[config.mk]
export PLATFORM = sky130hd
export DESIGN_NAME = guess_input_ctrl
export DESIGN_NICKNAME = d
export VERILOG_FILES = /design/src/rtl/guess_input_ctrl.sv
export SDC_FILE = /design/constraint.sdc
export NUM_CORES = 1
export LEC_CHECK = 0
export ABC_CLOCK_PERIOD_IN_PS = 3200
export CAP_MARGIN = 10
export CORE_ASPECT_RATIO = 0.75
export CORE_MARGIN = 1.5
export CORE_UTILIZATION = 50
export DETAILED_ROUTE_END_ITERATION = 8
export MAX_ROUTING_LAYER = met4
export PLACE_DENSITY = 0.75
export SYNTH_ARGS = -nofsm -noshare
export SYNTH_HDL_FRONTEND = slang
export SYNTH_SLANG_ARGS = --single-unit
export TNS_END_PERCENT = 50
[constraint.sdc]
create_clock -name clock -period 3.2 [get_ports clock]
set_input_delay 0.32 -clock clock [delete_from_list [all_inputs] [get_ports clock]]
set_output_delay 0.32 -clock clock [all_outputs]
set_load 0.02 [all_outputs]
[src/rtl/guess_input_ctrl.sv]
// Player input front end for Bulls & Cows: synchronises and debounces the confirm button,
// snapshots the switches as four BCD digits and reports either an accepted guess or a rejection cause.
module guess_input_ctrl #(
    parameter int unsigned DEBOUNCE_CYCLES = 1000000,
    parameter int unsigned SYNC_STAGES     = 2
) (
    input  logic        clock,
    input  logic        reset,
    input  logic [15:0] sw,
    input  logic        confirm,
    input  logic        accept,
    output logic [15:0] guess,
    output logic        guess_valid,
    output logic        guess_error,
    output logic [1:0]  err_code,
    output logic        busy,
    output logic        btn_level
);
    localparam int unsigned SW_W  = 16;
    localparam int unsigned CNT_W = $clog2(DEBOUNCE_CYCLES);

    localparam logic [1:0] ERR_NONE = 2'd0;
    localparam logic [1:0] ERR_DEC  = 2'd1;
    localparam logic [1:0] ERR_DUP  = 2'd2;

    typedef enum logic [1:0] {
        WAIT_PRESS,
        CAPTURE,
        CHECK,
        WAIT_RELEASE
    } state_t;

    state_t state;
    state_t state_next;

    logic [SYNC_STAGES-1:0]           confirm_sync;
    logic [SYNC_STAGES-1:0][SW_W-1:0] sw_sync;
    logic                             confirm_s;
    logic [SW_W-1:0]                  sw_s;

    logic [CNT_W-1:0] db_cnt;
    logic             btn_prev;
    logic             press_evt;

    logic [SW_W-1:0] snap;
    logic            dec_err;
    logic            dup_err;
    logic            dec_chk;
    logic            dup_chk;

    logic            snap_load;
    logic            valid_next;
    logic            error_next;
    logic [1:0]      code_next;

    // Input synchronisers; bit/stage 0 is nearest the pin
    always_ff @(posedge clock or posedge reset) begin
        if (reset) begin
            confirm_sync <= '0;
            sw_sync      <= '0;
        end else begin
            confirm_sync <= {confirm_sync[SYNC_STAGES-2:0], confirm};
            sw_sync      <= {sw_sync[SYNC_STAGES-2:0], sw};
        end
    end

    assign confirm_s = confirm_sync[SYNC_STAGES-1];
    assign sw_s      = sw_sync[SYNC_STAGES-1];

    // Level changes only after DEBOUNCE_CYCLES consecutive disagreeing samples
    always_ff @(posedge clock or posedge reset) begin
        if (reset) begin
            db_cnt    <= '0;
            btn_level <= 1'b0;
            btn_prev  <= 1'b0;
        end else begin
            btn_prev <= btn_level;
            if (confirm_s == btn_level) begin
                db_cnt <= '0;
            end else if (db_cnt == CNT_W'(DEBOUNCE_CYCLES - 1)) begin
                btn_level <= ~btn_level;
                db_cnt    <= '0;
            end else begin
                db_cnt <= db_cnt + CNT_W'(1);
            end
        end
    end

    assign press_evt = btn_level & ~btn_prev;

    // Snapshot validation: any non-decimal nibble, any equal pair among the four digits
    always_comb begin
        dec_chk = 1'b0;
        for (int i = 0; i < 4; i++) begin
            if (snap[4*i +: 4] > 4'd9) dec_chk = 1'b1;
        end
        dup_chk = (snap[3:0]   == snap[7:4])   | (snap[3:0]  == snap[11:8])  |
                  (snap[3:0]   == snap[15:12]) | (snap[7:4]  == snap[11:8])  |
                  (snap[7:4]   == snap[15:12]) | (snap[11:8] == snap[15:12]);
    end

    always_ff @(posedge clock or posedge reset) begin
        if (reset) begin
            state <= WAIT_PRESS;
        end else begin
            state <= state_next;
        end
    end

    always_comb begin
        state_next = state;
        snap_load  = 1'b0;
        valid_next = 1'b0;
        error_next = 1'b0;
        code_next  = ERR_NONE;
        case (state)
            WAIT_PRESS: begin
                if (press_evt && accept) begin
                    snap_load  = 1'b1;
                    state_next = CAPTURE;
                end
            end
            CAPTURE: begin
                state_next = CHECK;
            end
            CHECK: begin
                if (dec_err) begin
                    error_next = 1'b1;
                    code_next  = ERR_DEC;
                end else if (dup_err) begin
                    error_next = 1'b1;
                    code_next  = ERR_DUP;
                end else begin
                    valid_next = 1'b1;
                end
                state_next = WAIT_RELEASE;
            end
            WAIT_RELEASE: begin
                if (!btn_level) state_next = WAIT_PRESS;
            end
            default: begin
                state_next = WAIT_PRESS;
            end
        endcase
    end

    // Datapath and registered outputs
    always_ff @(posedge clock or posedge reset) begin
        if (reset) begin
            snap        <= '0;
            dec_err     <= 1'b0;
            dup_err     <= 1'b0;
            guess       <= '0;
            guess_valid <= 1'b0;
            guess_error <= 1'b0;
            err_code    <= ERR_NONE;
            busy        <= 1'b0;
        end else begin
            if (snap_load) snap <= sw_s;
            if (state == CAPTURE) begin
                dec_err <= dec_chk;
                dup_err <= dup_chk;
            end
            if (valid_next) guess <= snap;
            guess_valid <= valid_next;
            guess_error <= error_next;
            err_code    <= code_next;
            busy        <= (state_next != WAIT_PRESS);
        end
    end

endmodule

# [Word level (Yosys, flattened, before mapping)]
# Index checks and enable logic that the tools add are counted.
[op_classes] n_reduce_logical=4 eq_ne=11 order_cmp=4 n_addsub=1 muxes=20 bitwise=9
[ops] operator="two-way mux 20 bit" n=2
[ops] operator="== test 4 bit" n=6
[ops] operator="adder 20 x 1 -> 20 bit (second input constant)" n=1
[ops] operator="== test 20 bit (second input constant)" n=1
[ops] operator="> comparator 4 bit (second input constant)" n=4
[ops] operator="two-way mux 1 bit" n=12
[ops] operator="two-way mux 2 bit" n=5
[ops] operator="case mux 2 bit (4 select lines)" n=1
[ops] operator="bitwise OR 1 bit" n=5
[ops] operator="== test 2 bit (second input constant)" n=2
[ops] operator="NOT 1 bit" n=3
[ops] operator="== test 2 x 1 -> 1 bit (second input constant)" n=1
[ops] operator="logical NOT 2 bit" n=1
[ops] operator="AND reduction 2 bit" n=1
[ops] operator="nonzero test 2 bit" n=1
[ops] operator="bitwise AND 1 bit" n=1
[ops] operator="== test 1 bit" n=1
[ops] operator="logical AND 1 bit" n=1
[totals] elab_cells=64 ff_bits=97 in_bits=20

# [Depth between registers and ports, before layout]
# Gate-level depths: netlist of the first run.
[logic_depth] depth_word=6 mapped_depth=6 mapped_depth_nobuf=5

# [Least setup slack after synthesis of the first run]
# No wires, ideal clock.
[synth_path] path_kind="reg2reg" from="register state[0]" to="register guess[0]" slack_ns=1.534 arrival_ns=1.541 setup_time_ns=0.125 synth_period_minus_slack_ns=1.666 stages_incl_launch_ff=5 cell_sequence="dfrtp_1 nand2b_1 nor3_2 buf_2 mux2_2"
[synth_between] elab_chain_len=2
[synth_lines] item="start: declaration" line_no="33" source="state_t state;"
[synth_lines] item="start signal: assignment" line_no="106" source="state <= state_next;"
[synth_lines] item="== test 2 bit" line_no="116" source="case (state)"
[synth_lines] item="two-way mux 1 bit" line_no="116"
[synth_lines] item="named net valid_next" line_no="52" source="logic valid_next;"
[synth_lines] item="end signal: assignment" line_no="164" source="if (valid_next) guess <= snap;"
[synth_lines] item="end: declaration" line_no="12" source="output logic [15:0] guess,"
# The timed path passes the listed nets, and every way through them passes these cells.
# A chain may end at the register's enable or synchronous reset.

# [Worst setup path after layout of the first run]
[layout_path] from="register state[0]" to="register guess[2]"
[layout_between] elab_chain_len=2
[layout_lines] item="== test 2 bit" line_no="116"
[layout_lines] item="two-way mux 1 bit" line_no="116"
# Every way passes these cells.

==> impl_metrics.toml, run 1 <==
[run_status]
status = "complete, no violations"

[global_route]
grt_pass1_wl_um = 11000
antenna_found_initial = 0
grt_pass1_vias = 2206
overflow = 0
grt_usage_pct = 17.9
grt_max_degree = 56

[layout]
area_delta_synth_final_pct = 19.5
fillCellCount = 574
final_common_cell = "dfrtp_1"
design_area_um2 = 4570
num_antenna_cells = 0
layout_common_cells = "dfrtp_1, clkdlybuf4s50_1, mux2_2"
layout.cells.non_filler = 439
finalNetCount = 354
drive_gt1_share_pct = 18.9

[run]
maxCapViolCount = 0

[place]
postPlaceCellArea_um2 = 4340
gp_congestion = 0.866
place_inst = 423
port_buffers = 41
place_ws_ps = 1340
dp.final_hpwl_um = 4450

[logic_synthesis]
yosysWarnings = 0
synth_seq_cells = 97
ys_seq_area_share_pct = 63.5
syn_area_per_cell_um2 = 13.0
yosysTopAreaCellShare_pct = 63.5
synth_area_um2 = 3820
synth_top_area_cell = "dfrtp_1"
synthesis.nets = 316
netlist_instances = 295
synth_area_leaders = "dfrtp_1, mux2_2, xor2_1"
yosysUniqueCellTypes = 37

[die]
die_x_um = 104
ios = 42
die_h_um = 78.7
start_util_pct = 51.9
design.core.area_um2 = 7360
fp.dieArea_um2 = 8180
fp-row-count = 27

[timing]
worst_pin_slew_ps = 689
hold_viol_final = 0
finalCritPeriodShare_pct = 57.7
setup_viol = 0
max_freq_ghz = 0.542
timing.final.max_slew_violations = 0
maxSlewHeadroom_pct = 54.1
skew_ps = 5.56
rsz0062_at_grt = "false"
worst_slack_ps = 1350
tns_ps = 0
finalCriticalPeriod_ps = 1850

[clocking]
htree_levels = 3
clock_latency_ps = 350
cts_num_sinks = 97
post_cts_buffers = 0
postCtsHoldBufs = 0
ctsResizeCount = 0
clk_pin_slew_ps = 90
tritoncts = "built"
cts-root-buf = "clkbuf_8"
cts_buffers = 9
cts_buffer_depth = 2

[setup_path]
start_kind = "flop"
cp.required_ps = 3440
cpPeakStageDelay_ps = 470
crit_type = "flop to flop"
endpoint_kind = "flop"
arrival_ps = 2090
path_cells = "nand2b_1, nor3_2, buf_4, mux2_2"
path_delay_family = "simple AND/OR/NAND/NOR gates"
cp_num_buf_inv = 1
crit_slowest_cell = "nor3_2"
worstPathMaxFanout = 11

[min_path]
hold_path.class = "flop to flop"

[detailed_routing]
drt-initial-drc-count = 91
viasPerCell = 5.17
ant_nets = 0
wl_per_cell_um = 14.7
wl_um = 6440
drt_pass1_iterations = 4
route.detailed.drc = 0
dr_total_vias = 2269

[pwr]
p_per_area_nw_per_um2 = 481
leakage_uw = 0.00211
peakVddDrop_v = 0.000337
==> worst reg2reg max path: stages, from the launching register on <==
cell,delay (ps)
dfrtp_1,400
nand2b_1,210
nor3_2,470
buf_4,300
mux2_2,360
==> routing by layer <==
layer	global-route usage (%)	vias up	wire length, um
met2	25.0	64	2800
met5	-	-	0
met1	25.3	1112	3220
met3	4.60	7	337
li1	-	1086	-
met4	6.67	0	78
==> cells by family after synthesis <==
logic type | synth area share [%]
XOR/XNOR | 8.94
buffers and inverters | 2.49
multiplexers | 9.72
adder cells (fa/ha/maj) | 0.327
AO/OA/AOI/OAI | 2.78
flip-flops | 63.5
AND/OR/NAND/NOR | 12.2
==> layout make-up <==
type / count / area, um^2 / share of cell area (%)
timing repair buffer: 45 / 453 / 9.92
multi-input combinational: 174 / 1310 / 28.6
inverter: 6 / 25.0 / 0.548
clock inverter: 7 / 106 / 2.33
clock buffer: 9 / 124 / 2.71
tap: 101 / 126 / 2.77
sequential: 97 / 2430 / 53.2
==> final timing paths <==
| check | from | end | slack [ps] | cells past startpoint |
|---|---|---|---|---|
| min in group asynchronous | reset | sw_sync[9]$_DFF_PP0_ | 430 | 2 |
| worst min register to register | sw_sync[7]$_DFF_PP0_ | sw_s[7]$_DFF_PP0_ | 350 | 0 |
| worst max-delay path | state[0]$_DFF_PP0_ | guess[2]$_DFFE_PP0P_ | 1350 | 4 |
| max in group asynchronous | reset | state[1]$_DFF_PP0_ | 2120 | 3 |
| worst min-delay path | sw_sync[7]$_DFF_PP0_ | sw_s[7]$_DFF_PP0_ | 350 | 0 |
| worst max register to register | state[0]$_DFF_PP0_ | guess[2]$_DFFE_PP0P_ | 1350 | 4 |
==> stage by stage <==
| stage | util [%] | total power (uW) | hold slack, ps |
|---|---|---|---|
| final | 62.0 | 2200 | 354 |
| after global routing | 62.0 | 2290 | 363 |
| after CTS | 62.0 | 2220 | 356 |
| after detailed placement | 58.9 | 1350 | 335 |
| after global placement | 58.9 | 1340 | 332 |
| after floorplan | - | 1310 | 331 |
==> synth_stat cells <==
master and instances:
nor4_1 12, buf_1 5, nand3_4 1, nor3b_1 1
nand3_2 1, or3_4 1, mux2_2 33, a31oi_1 1
or2_2 1, xnor2_1 14, nor2b_1 2, buf_2 4
o31ai_1 2, nor2_2 1, nand2_1 6, dfrtp_1 97
ha_1 1, or4_4 1, nor2_1 24, a21oi_1 4
nor3_1 5, and3_1 3, o21ai_0 8, and4_1 1
nand4b_1 3, nand2b_1 1, nand4_1 6, nand3_1 9
clkbuf_1 9, or3_1 2, a21oi_2 1, xor2_1 25
a41oi_1 1, inv_1 6, nor3_2 1, and3_2 1
o21bai_1 1
==> power breakdown <==
| group | total, uW | internal (uW) | switching, uW |
|---|---|---|---|
| Combinational | 60.7 | 27.2 | 33.4 |
| Clock | 879 | 455 | 424 |
| Sequential | 1260 | 1250 | 9.55 |
| Total | 2200 | 1730 | 467 |
==> sequential cells by signal (all words and copies together) (netlist names) <==
name,cells
dec_err,1
state,2
guess_valid,1
confirm_sync,2
db_cnt,20
sw_sync,16
err_code,2
btn_level,1
sw_s,16
busy,1
guess,16
guess_error,1
snap,16
dup_err,1
btn_prev,1
Power figures use the tool's default switching activity.
==> run 2: changes to the inputs <==
--- a/config.mk
+++ b/config.mk
@@ -5,14 +5,14 @@
 export SDC_FILE = /design/constraint.sdc
 export NUM_CORES = 1
 export LEC_CHECK = 0
-export ABC_CLOCK_PERIOD_IN_PS = 3200
+export ABC_CLOCK_PERIOD_IN_PS = 1500
 export CAP_MARGIN = 10
 export CORE_ASPECT_RATIO = 0.75
 export CORE_MARGIN = 1.5
 export CORE_UTILIZATION = 50
 export DETAILED_ROUTE_END_ITERATION = 8
 export MAX_ROUTING_LAYER = met4
-export PLACE_DENSITY = 0.75
+export PLACE_DENSITY = 0.78
 export SYNTH_ARGS = -nofsm -noshare
 export SYNTH_HDL_FRONTEND = slang
 export SYNTH_SLANG_ARGS = --single-unit
==> constraint.sdc (replaced) <==
create_clock -name clock -period 1.5 [get_ports clock]
set_input_delay 0.15 -clock clock [delete_from_list [all_inputs] [get_ports clock]]
set_output_delay 0.15 -clock clock [all_outputs]
set_load 0.02 [all_outputs]
==> impl_metrics.toml, run 2 (same netlist as run 1, synthesis figures left out) <==
[global_route]
overflow = 0
grt_usage_pct = 20.8
grt_pass1_vias = 2564
grt_max_degree = 56
antenna_found_initial = 0
grt_pass1_wl_um = 12700

[die]
fp.dieArea_um2 = 8180
fp-row-count = 27
die_h_um = 78.7
die_x_um = 104
start_util_pct = 51.9
ios = 42
design.core.area_um2 = 7360

[pwr]
p_per_area_nw_per_um2 = 936
leakage_uw = 0.00252
peakVddDrop_v = 0.000682
power_uw = 4690

[detailed_routing]
drt_pass1_iterations = 4
wl_per_cell_um = 18.1
ant_nets = 0
viasPerCell = 5.44
route.detailed.drc = 0
dr_total_vias = 2584
wl_um = 8580
drt-initial-drc-count = 117

[place]
port_buffers = 41
gp_congestion = 0.923
dp.final_hpwl_um = 5070
place_inst = 451

[clocking]
cts-root-buf = "clkbuf_8"
postCtsHoldBufs = 0
cts_buffers = 9
cts_buffer_depth = 2
cts_num_sinks = 97
clk_pin_slew_ps = 100
tritoncts = "built"
htree_levels = 3
clock_latency_ps = 370

[timing]
finalCriticalPeriod_ps = 1680
setup_viol = 30
timing.final.max_slew_violations = 0
worst_slack_ps = -182
finalCritPeriodShare_pct = 112
skew_ps = 7.76
max_freq_ghz = 0.595
rsz0062_at_grt = "true"
worst_pin_slew_ps = 362
maxSlewHeadroom_pct = 75.6
hold_viol_final = 0

[setup_path]
r2r_slack_ps = -180
worstPathMaxFanout = 20
ff2ff_path_depth = 5
endpoint_kind = "flop"
r2r_end = "db_cnt[19]$_DFF_PP0_"
crit_type = "flop to flop"
worstReg2RegStart = "db_cnt[13]$_DFF_PP0_"
start_kind = "flop"
arrival_ps = 1930
cp.required_ps = 1750
cp-startpoint = "db_cnt[13]$_DFF_PP0_"

[layout]
multi_input_area_um2 = 1400
layout.cells.non_filler = 475
largest_reg_flops = 20
final_common_cell = "dfrtp_1"
finalNetCount = 390
max_flop_register = "db_cnt"
seqCellArea_um2 = 2430
drive_gt1_share_pct = 28.1
fillCellCount = 540
area_delta_synth_final_pct = 31.2
layout_common_cells = "dfrtp_1, buf_4, xor2_1"
num_antenna_cells = 0

[run_status]
violations = "negative setup slack"
status = "finished with violations"

[run]
maxCapViolCount = 0

[min_path]
hold_path.class = "input port to async pin"
run 2: layout make-up:
type                    count  area share (%)
clock buffers               9            2.47
clock inverters             7            1.95
inverters                   6           0.524
multi-input cells         174            27.9
flip-flops and latches     97            48.4
well taps                 101            2.52
repair buffers             81            16.2
run 2: layer usage:
layer / track usage (%) / vias up / wire length (um)
met4: 7.08 / 0 / 224
met5: - / - / 0
met3: 5.67 / 26 / 435
met1: 27.3 / 1325 / 3800
met2: 31.9 / 75 / 4120
li1: - / 1158 / -
run 2: power by group:
| group | switching [uW] | internal, uW |
|---|---|---|
| Sequential | 21.1 | 2670 |
| Combinational | 85.9 | 80.2 |
| Clock | 1010 | 828 |
run 2: per-stage QoR:
step	setup TNS [ps]	area, um^2	setup slack (ps)	util (%)	hold WS [ps]
after global placement	-459	4600	-28.9	62.4	332
after detailed placement	-1090	4600	-60.6	62.4	336
final	-3690	5010	-182	68.1	200
after floorplan	-3200	3830	-166	-	181
after CTS	-729	4830	-45.0	65.6	189
after global routing	-5670	5010	-243	68.1	196
run 2: what timing repair did:
item | 4_1_cts | 5_1_grt
gates resized for setup | 12 | 31
pin swaps | 3 | 3
setup buffers | 4 | 2
cloned | 0 | 2
endpoints found under the setup margin | 33 | 57
run 2: worst max-delay path by stage:
stage                       endpoint  slack, ps  cells after the start
2_1_floorplan   guess[0]$_DFFE_PP0P_       -170                      4
3_3_place_gp   btn_level$_DFFE_PP0P_        -30                      4
3_5_place_dp    db_cnt[19]$_DFF_PP0_        -60                      5
4_1_cts        btn_level$_DFFE_PP0P_        -40                      4
5_1_grt         db_cnt[11]$_DFF_PP0_       -240                      5
6_report        db_cnt[19]$_DFF_PP0_       -180                      5
run 2: worst max-delay path, stage by stage, from the launching register on:
cell     delay [ps]
dfrtp_1         430
nor4_2          310
nand4_1         260
o31ai_4         320
buf_12          190
a21oi_1          60
==> run 3: changes to the inputs <==
--- a/config.mk
+++ b/config.mk
@@ -5,14 +5,14 @@
 export SDC_FILE = /design/constraint.sdc
 export NUM_CORES = 1
 export LEC_CHECK = 0
-export ABC_CLOCK_PERIOD_IN_PS = 1500
+export ABC_CLOCK_PERIOD_IN_PS = 1600
 export CAP_MARGIN = 10
 export CORE_ASPECT_RATIO = 0.75
 export CORE_MARGIN = 1.5
 export CORE_UTILIZATION = 50
 export DETAILED_ROUTE_END_ITERATION = 8
 export MAX_ROUTING_LAYER = met4
-export PLACE_DENSITY = 0.78
+export PLACE_DENSITY = 0.75
 export SYNTH_ARGS = -nofsm -noshare
 export SYNTH_HDL_FRONTEND = slang
 export SYNTH_SLANG_ARGS = --single-unit
==> constraint.sdc (replaced) <==
create_clock -name clock -period 1.6 [get_ports clock]
set_input_delay 0.16 -clock clock [delete_from_list [all_inputs] [get_ports clock]]
set_output_delay 0.16 -clock clock [all_outputs]
set_load 0.02 [all_outputs]
==> impl_metrics.toml, run 3 (same netlist as run 1, synthesis figures left out) <==
[timing]
skew_ps = 6.84
worst_pin_slew_ps = 475
setup_viol = 0
hold_viol_final = 0
timing.final.max_slew_violations = 0
rsz0062_at_grt = "true"
max_freq_ghz = 0.631
finalCritPeriodShare_pct = 99.0
maxSlewHeadroom_pct = 68.3
finalCriticalPeriod_ps = 1580

[pwr]
power_uw = 4120
pwr-share-comb_pct = 3.1
leakage_uw = 0.00215
p_clk_share_pct = 35.9
peakVddDrop_v = 0.000594
seqPwrFrac_pct = 61.0
p_int_uw = 3180
p_per_area_nw_per_um2 = 886
swShare_pct = 22.8
switching_power_uw = 942

[detailed_routing]
wl_per_cell_um = 14.8
ant_nets = 0
drt-initial-drc-count = 97
drt_pass1_iterations = 4
wl_um = 6710
viasPerCell = 5.09
route.detailed.drc = 0
dr_total_vias = 2307

[setup_path]
cp.required_ps = 1870
start_kind = "flop"
arrival_ps = 1850
endpoint_kind = "flop"
crit_type = "flop to flop"
worstReg2RegStart = "db_cnt[13]$_DFF_PP0_"
cp-startpoint = "db_cnt[13]$_DFF_PP0_"
worstPathMaxFanout = 4

[layout]
max_flop_register = "db_cnt"
multi_input_area_um2 = 1320
num_antenna_cells = 0
seqCellArea_um2 = 2430
area_delta_synth_final_pct = 21.8
layout_common_cells = "dfrtp_1, clkdlybuf4s50_1, mux2_2"
fillCellCount = 608
largest_reg_flops = 20
final_common_cell = "dfrtp_1"
drive_gt1_share_pct = 23.3
finalNetCount = 368
layout.cells.non_filler = 453

[global_route]
grt_max_degree = 98
grt_usage_pct = 18.5
antenna_found_initial = 0
grt_pass1_vias = 2226
overflow = 0
grt_pass1_wl_um = 11100

[clocking]
tritoncts = "built"
clk_pin_slew_ps = 90
cts_buffers = 9
htree_levels = 3
postCtsHoldBufs = 0
cts_buffer_depth = 2
cts-root-buf = "clkbuf_8"
clock_latency_ps = 370
cts_num_sinks = 97

[run_status]
status = "complete, no violations"

[place]
place_inst = 435
gp_congestion = 0.858
dp.final_hpwl_um = 4530
port_buffers = 41

[min_path]
min_from = "sw[5]"
hold_path.class = "input port to flop"

[die]
design.core.area_um2 = 7360
die_x_um = 104
ios = 42
start_util_pct = 51.9
fp.dieArea_um2 = 8180
fp-row-count = 27
die_h_um = 78.7

[run]
maxCapViolCount = 0
## run 3: final timing paths
path / to / slack, ps / depth (start not counted)
setup / recovery: btn_level$_DFFE_PP0P_ / 20 / 4
hold / removal: sw_sync[5]$_DFF_PP0_ / 220 / 1
setup reg to reg: btn_level$_DFFE_PP0P_ / 20 / 4
hold reg to reg: sw_s[5]$_DFF_PP0_ / 350 / 0
max in group asynchronous: db_cnt[8]$_DFF_PP0_ / 960 / 3
min in group asynchronous: db_cnt[4]$_DFF_PP0_ / 280 / 3
## run 3: final cells by class
type / count / area share, %
repair buffers: 59 / 12.2
well taps: 101 / 2.71
clock buffers: 10 / 2.96
multi-input cells: 174 / 28.3
flip-flops and latches: 97 / 52.2
clock inverters: 6 / 1.07
inverters: 6 / 0.564
## run 3: worst max-delay path, cell delays in order, from the launching register on
cell	delay, ps
dfrtp_1	420
nor4_1	280
nand4_1	220
nor3_2	250
mux2_4	310
## run 3: layer usage
metal  vias up  GRT usage, %  share of wire, %
met2        44          25.9                45
met5         -             -                 0
met4         0          6.39               1.7
met1      1142          25.4                49
li1       1107             -                 -
met3        14          6.49               4.5
## run 3: stage by stage
step / area, um^2 / hold slack [ps] / util, % / worst slack, ps / setup TNS [ps]
floorplan: 3830 / 191 / - / -65.7 / -839
CTS: 4630 / 208 / 62.8 / 0.815 / 0
global placement: 4440 / 332 / 60.3 / 39.4 / 0
detailed placement: 4440 / 335 / 60.3 / 10.2 / 0
finish: 4660 / 216 / 63.2 / 15.6 / 0
global route: 4660 / 199 / 63.2 / -85.7 / -1460
## run 3: power by group through the flow
| stage | clock (uW) | sequential (uW) | combinational, uW |
|---|---|---|---|
| global route | 1630 | 2520 | 147 |
| CTS | 1520 | 2520 | 132 |
| floorplan | 0 | 2560 | 55.1 |
| detailed placement | 0 | 2560 | 132 |
| global placement | 0 | 2560 | 130 |
| finish | 1480 | 2520 | 127 |
## run 3: what timing repair did
| action | CTS | global route |
|---|---|---|
| gates resized for setup | 1 | 5 |
| setup buffers | 0 | 2 |
| pin swaps | 0 | 5 |
| endpoints found under the setup margin | 1 | 21 |
